--- config.mk ---
export PLATFORM = sky130hd
export DESIGN_NAME = tlc_monitor
export DESIGN_NICKNAME = d
export VERILOG_FILES = /design/src/rtl/tlc_monitor.sv
export SDC_FILE = /design/constraint.sdc
export NUM_CORES = 1
export LEC_CHECK = 0
export ABC_AREA = 1
export CORE_MARGIN = 3
export CORE_UTILIZATION = 35
export DETAILED_ROUTE_END_ITERATION = 16
export PLACE_DENSITY = 0.64
export SYNTH_ARGS = -nofsm -noshare
export SYNTH_HDL_FRONTEND = slang
export SYNTH_SLANG_ARGS = --single-unit
--- constraint.sdc ---
create_clock -name clk -period 2.3 [get_ports clk]
set_input_delay 0.23 -clock clk [delete_from_list [all_inputs] [get_ports clk]]
set_output_delay 0.23 -clock clk [all_outputs]
set_load 0.03 [all_outputs]
--- src/rtl/tlc_monitor.sv ---
// tlc_monitor: passive checker on the one-hot traffic light bus.
// Registers the bus, decodes the phase, tracks dwell and completed
// cycles, and raises pulse/sticky flags for encoding, order and dwell
// violations. All outputs are registered from the input register.
module tlc_monitor #(
    parameter int CNT_W     = 8,
    parameter int MIN_DWELL = 1,
    parameter int MAX_DWELL = 16,
    parameter int CYC_W     = 16
) (
    input  logic             clk,
    input  logic             rst,
    input  logic             en,
    input  logic [2:0]       lights,
    input  logic             clr_err,
    output logic [1:0]       phase,
    output logic             synced,
    output logic [CNT_W-1:0] dwell,
    output logic [CYC_W-1:0] cycle_count,
    output logic             err_onehot,
    output logic             err_order,
    output logic             err_dwell,
    output logic             err_any
);

    typedef enum logic {UNSYNC = 1'b0, TRACK = 1'b1} state_t;

    localparam logic [CNT_W-1:0] DW_SAT = '1;
    localparam logic [CNT_W-1:0] DW_MAX = CNT_W'(MAX_DWELL);
    localparam logic [CNT_W-1:0] DW_MIN = CNT_W'(MIN_DWELL);
    localparam logic [CNT_W-1:0] DW_ONE = CNT_W'(1);

    state_t           state, state_nxt;
    logic [2:0]       lights_q;
    logic             q_vld;   // lights_q holds a real sample (not the reset value)
    logic [2:0]       prev;

    logic [1:0]       phase_nxt;
    logic             synced_nxt;
    logic [CNT_W-1:0] dwell_nxt;
    logic [CYC_W-1:0] cycle_nxt;
    logic             onehot_nxt, order_nxt, dwell_err_nxt, any_nxt;

    logic             legal;
    logic [1:0]       dec;
    logic [2:0]       expect_nxt;

    // Decode the registered sample and the phase expected after prev.
    always_comb begin
        legal      = 1'b0;
        dec        = 2'd0;
        unique case (lights_q)
            3'b001: begin legal = 1'b1; dec = 2'd1; end
            3'b010: begin legal = 1'b1; dec = 2'd2; end
            3'b100: begin legal = 1'b1; dec = 2'd3; end
            default: begin legal = 1'b0; dec = 2'd0; end
        endcase
        expect_nxt = {prev[1:0], prev[2]};
    end

    // Next state, next outputs and error pulses for the current sample.
    always_comb begin
        state_nxt     = state;
        phase_nxt     = phase;
        synced_nxt    = synced;
        dwell_nxt     = dwell;
        cycle_nxt     = cycle_count;
        onehot_nxt    = 1'b0;
        order_nxt     = 1'b0;
        dwell_err_nxt = 1'b0;
        if (q_vld) begin
            if (!legal) begin
                onehot_nxt = 1'b1;
                state_nxt  = UNSYNC;
                phase_nxt  = 2'd0;
                synced_nxt = 1'b0;
                dwell_nxt  = '0;
            end else if (state == UNSYNC) begin
                // First legal sample: lock on without judging it.
                state_nxt  = TRACK;
                phase_nxt  = dec;
                synced_nxt = 1'b1;
                dwell_nxt  = DW_ONE;
            end else if (lights_q == prev) begin
                // Hold: flag only the crossing past MAX_DWELL, not each cycle after.
                if (dwell == DW_MAX)
                    dwell_err_nxt = 1'b1;
                if (dwell != DW_SAT)
                    dwell_nxt = dwell + DW_ONE;
            end else begin
                // Phase change: the outgoing phase must have been held long enough.
                if (dwell < DW_MIN)
                    dwell_err_nxt = 1'b1;
                if (lights_q == expect_nxt) begin
                    if (prev == 3'b100)
                        cycle_nxt = cycle_count + CYC_W'(1);
                end else begin
                    order_nxt = 1'b1;
                end
                phase_nxt = dec;
                dwell_nxt = DW_ONE;
            end
        end
        // Set beats clear when both land on the same cycle.
        if (onehot_nxt || order_nxt || dwell_err_nxt)
            any_nxt = 1'b1;
        else if (clr_err)
            any_nxt = 1'b0;
        else
            any_nxt = err_any;
    end

    // FSM state register.
    always_ff @(posedge clk) begin
        if (rst)
            state <= UNSYNC;
        else if (en)
            state <= state_nxt;
    end

    // Input register, previous sample, counters and flags.
    always_ff @(posedge clk) begin
        if (rst) begin
            lights_q    <= 3'b000;
            q_vld       <= 1'b0;
            prev        <= 3'b000;
            phase       <= 2'd0;
            synced      <= 1'b0;
            dwell       <= '0;
            cycle_count <= '0;
            err_onehot  <= 1'b0;
            err_order   <= 1'b0;
            err_dwell   <= 1'b0;
            err_any     <= 1'b0;
        end else if (en) begin
            lights_q    <= lights;
            q_vld       <= 1'b1;
            if (q_vld)
                prev <= lights_q;
            phase       <= phase_nxt;
            synced      <= synced_nxt;
            dwell       <= dwell_nxt;
            cycle_count <= cycle_nxt;
            err_onehot  <= onehot_nxt;
            err_order   <= order_nxt;
            err_dwell   <= dwell_err_nxt;
            err_any     <= any_nxt;
        end else begin
            err_onehot  <= 1'b0;
            err_order   <= 1'b0;
            err_dwell   <= 1'b0;
        end
    end

endmodule

==> summary.txt <==
Critical path
  – Worst EP arrival: 1.97 ns
  – Worst EP required: 2.52 ns
  – Worst setup SP type: flop
  – Setup CP Type: reg2reg
  – Crit-path max cell delay: 0.46 ns
  – Most common cell on crit path: nand2_1
  – Slowest CP cell: dfxtp_1
  – Crit. End Element: flop
  – Largest fanout on the critical path: 8
  – CP Cell Sequence: ha_1 -> nand2_1 -> nor3_1 -> nand2_1 -> nand2_1 -> nand2_1 -> nand2_1 -> nand2_1 -> nor2_1

Pwr
  – Pint: 975 uW
  – Combinational Power Share: 0.135
  – Power per cell area: 511 nW/um2
  – Worst vdd ir: 202 uV
  – Switching Fraction: 0.279
  – Pleak: 0.00104 uW
  – Sequential Power Share: 0.529
  – Psw: 378 uW
  – Clock share of power: 0.335

Yosys
  – Syn Inst Count: 323
  – Multiplexer share of the synthesized area: 0
  – Seq cells post-synth: 39
  – Syn Nets: 333
  – Synthesized area per cell: 6.47 um2
  – Post-synth cell types: 24
  – Synth top area share: 0.374
  – Top-count cell post-synth: nand2_1
  – Area leader, netlist: dfxtp_1
  – Post-synth EDFFs: 0
  – Mapped Area: 2090 um2
  – Synth Warn #: 0
  – Post-synthesis compound-gate area fraction: 0.123
  – Xor/xnor share of the synthesized area: 0.0335
  – Synth top cells by count: nand2_1 (70), inv_1 (49), nor2_1 (40)
  – Register area share after synthesis: 0.374
  – Simple-gate share of the synthesized area: 0.343
  – Top cells by area, synth: dfxtp_1 (37%), nand2_1 (13%), inv_1 (8.8%)
  – Most used DFF post-synth: dfxtp_1
  – Post-Synth Adder-Cell Area: 0.0180
  – Async SR Flop Fraction: 0
  – Combinational family with the most area after synthesis: simple AND/OR/NAND/NOR gates

Floorplan
  – Chip width: 83.3 um
  – DIE HEIGHT: 83.3 um
  – Die area: 6930 um2
  – FP Rows: 27
  – Core Box Area: 5640 um2
  – Initial Util: 0.370
  – Io pins: 38

CTS
  – CTS Sinks: 39
  – Post-cts gate resize count: 0
  – Num CTS Buffers: 5
  – Clock transition at path regs: 0.07 ns
  – Clk buf depth: 2
  – Root Driver: clkbuf_8
  – Postcts setup bufs: 0
  – H-Tree Level Count: 2
  – CTS tree: yes
  – Post-CTS Hold Buffers: 0
  – Clk Latency, worst-skew pair: 0.29 ns

Layout
  – Fin cells: 439
  – # fillers: 585
  – Nets: 376
  – Storage cell area: 781 um2
  – Synth-to-layout area growth: 26.6%
  – Antenna diodes: 0
  – Multi-input gate area: 1080 um2
  – Share of layout cells above drive strength 1: 0.0490

Global routing
  – Number of global-route vias before repair: 2052
  – Total grt overflow: 0
  – First-pass GRT wire length: 8.96 mm
  – Antenna violations before repair: 0
  – Largest net degree at the start of global routing: 16
  – Total GRT Usage: 0.153

Place
  – Hpwl dp: 3.86 mm
  – # port buffers: 37
  – Placed cell count: 431
  – RePlAce Congestion: 0.897
  – DP Worst Slack: 0.438 ns

STA
  – Worst Skew: 0.00897 ns
  – Slew @ Worst Pin: 0.429 ns
  – Worst slew margin: 0.712
  – Unrepaired setup endpoints after global routing: false
  – Fin crit share: 0.758
  – Max frequency: 573 MHz
  – Slew Limit Fails: 0
  – Number of setup violations in the final report: 0
  – Final WS setup: 0.556 ns
  – Fin. Hold Viols: 0
  – Fin crit period: 1.74 ns
  – Setup TNS: 0 ns

Min path
  – Worst Hold Class: reg2reg

Status
  – Status: completed

Detailed routing
  – Wire length per cell: 11.5 um
  – Final wirelength: 5.07 mm
  – Routed Antenna Nets: 0
  – Detailed Routing Iterations Pass 1: 4
  – 1st-iter DRT viols: 83
  – Vias: 2108
  – Via density: 4.80
  – DRC Markers: 0

Job
  – Max cap viols: 0
sequential cells by signal, indices dropped and copies added, names as in the netlist:
name         count
phase            2
err_onehot       1
q_vld            1
err_order        1
lights_q         3
err_any          1
err_dwell        1
synced           1
dwell            8
cycle_count     16
state            1
prev             3
worst max-delay path, delay by kind of cell, from the launching register on:
family | cells | cell delay [ns]
AND/OR/NAND/NOR | 8 | 1.01
adder cells (fa/ha/maj) | 1 | 0.21
flip-flops | 1 | 0.46
worst paths after layout:
kind              slack, ns  depth (start not counted)                      endpoint                         start
hold / removal         0.48                          2  cycle_count[12]$_SDFFE_PP0P_  cycle_count[12]$_SDFFE_PP0P_
setup reg to reg       0.56                          9         dwell[0]$_SDFFE_PP0P_         dwell[0]$_SDFFE_PP0P_
hold reg to reg        0.48                          2  cycle_count[12]$_SDFFE_PP0P_  cycle_count[12]$_SDFFE_PP0P_
setup / recovery       0.56                          9         dwell[0]$_SDFFE_PP0P_         dwell[0]$_SDFFE_PP0P_
power groups by stage:
stage	clock [uW]	combinational (uW)	sequential [uW]
floorplan	0	108	741
global placement	0	182	732
detailed placement	0	183	731
CTS	471	184	715
global route	495	205	719
finish	454	183	716
logic make-up after synthesis:
group,Yosys count
AOI/OAI and AO/OA,49
and+or+nand+nor,166
buffers and inverters,58
adders and majority gates,3
xor gates and xnor gates,8
DFF,39
through the flow:
step	hold slack, ns	area (um2)	util	total power [uW]
2_1_floorplan	0.346	2090	-	849
3_3_place_gp	0.470	2560	0.454	914
3_5_place_dp	0.473	2560	0.454	914
4_1_cts	0.485	2650	0.469	1370
5_1_grt	0.511	2650	0.469	1420
6_report	0.481	2650	0.469	1350
per-layer routing:
layer	routed length, um	up-vias	global-route usage
met4	19	0	0.0446
met2	2410	47	0.265
met3	253	2	0.0337
met1	2380	935	0.189
li1	-	1124	-
met5	0	-	0
final cells by class:
cell class	count	area share
Multi-Input combinational cell	226	0.409
Clock buffer	7	0.0289
Tap cell	72	0.0341
Inverter	50	0.0710
Clock inverter	1	0.00189
Timing Repair Buffer	44	0.160
Sequential cell	39	0.295
layout by cell type (no fill, tap or decap), drive strengths merged:
master / n
xor2: 6
xnor2: 2
o31ai: 2
inv: 50
clkinv: 1
a21oi: 24
nor3: 10
a211oi: 1
dfxtp: 39
nor3b: 2
nand3: 33
clkbuf: 7
ha: 3
clkdlybuf4s50: 37
nand2: 70
o21ai: 20
o211ai: 1
nand4: 8
buf: 7
nor2: 43
a22oi: 1
(Power assumes the default switching activity.)
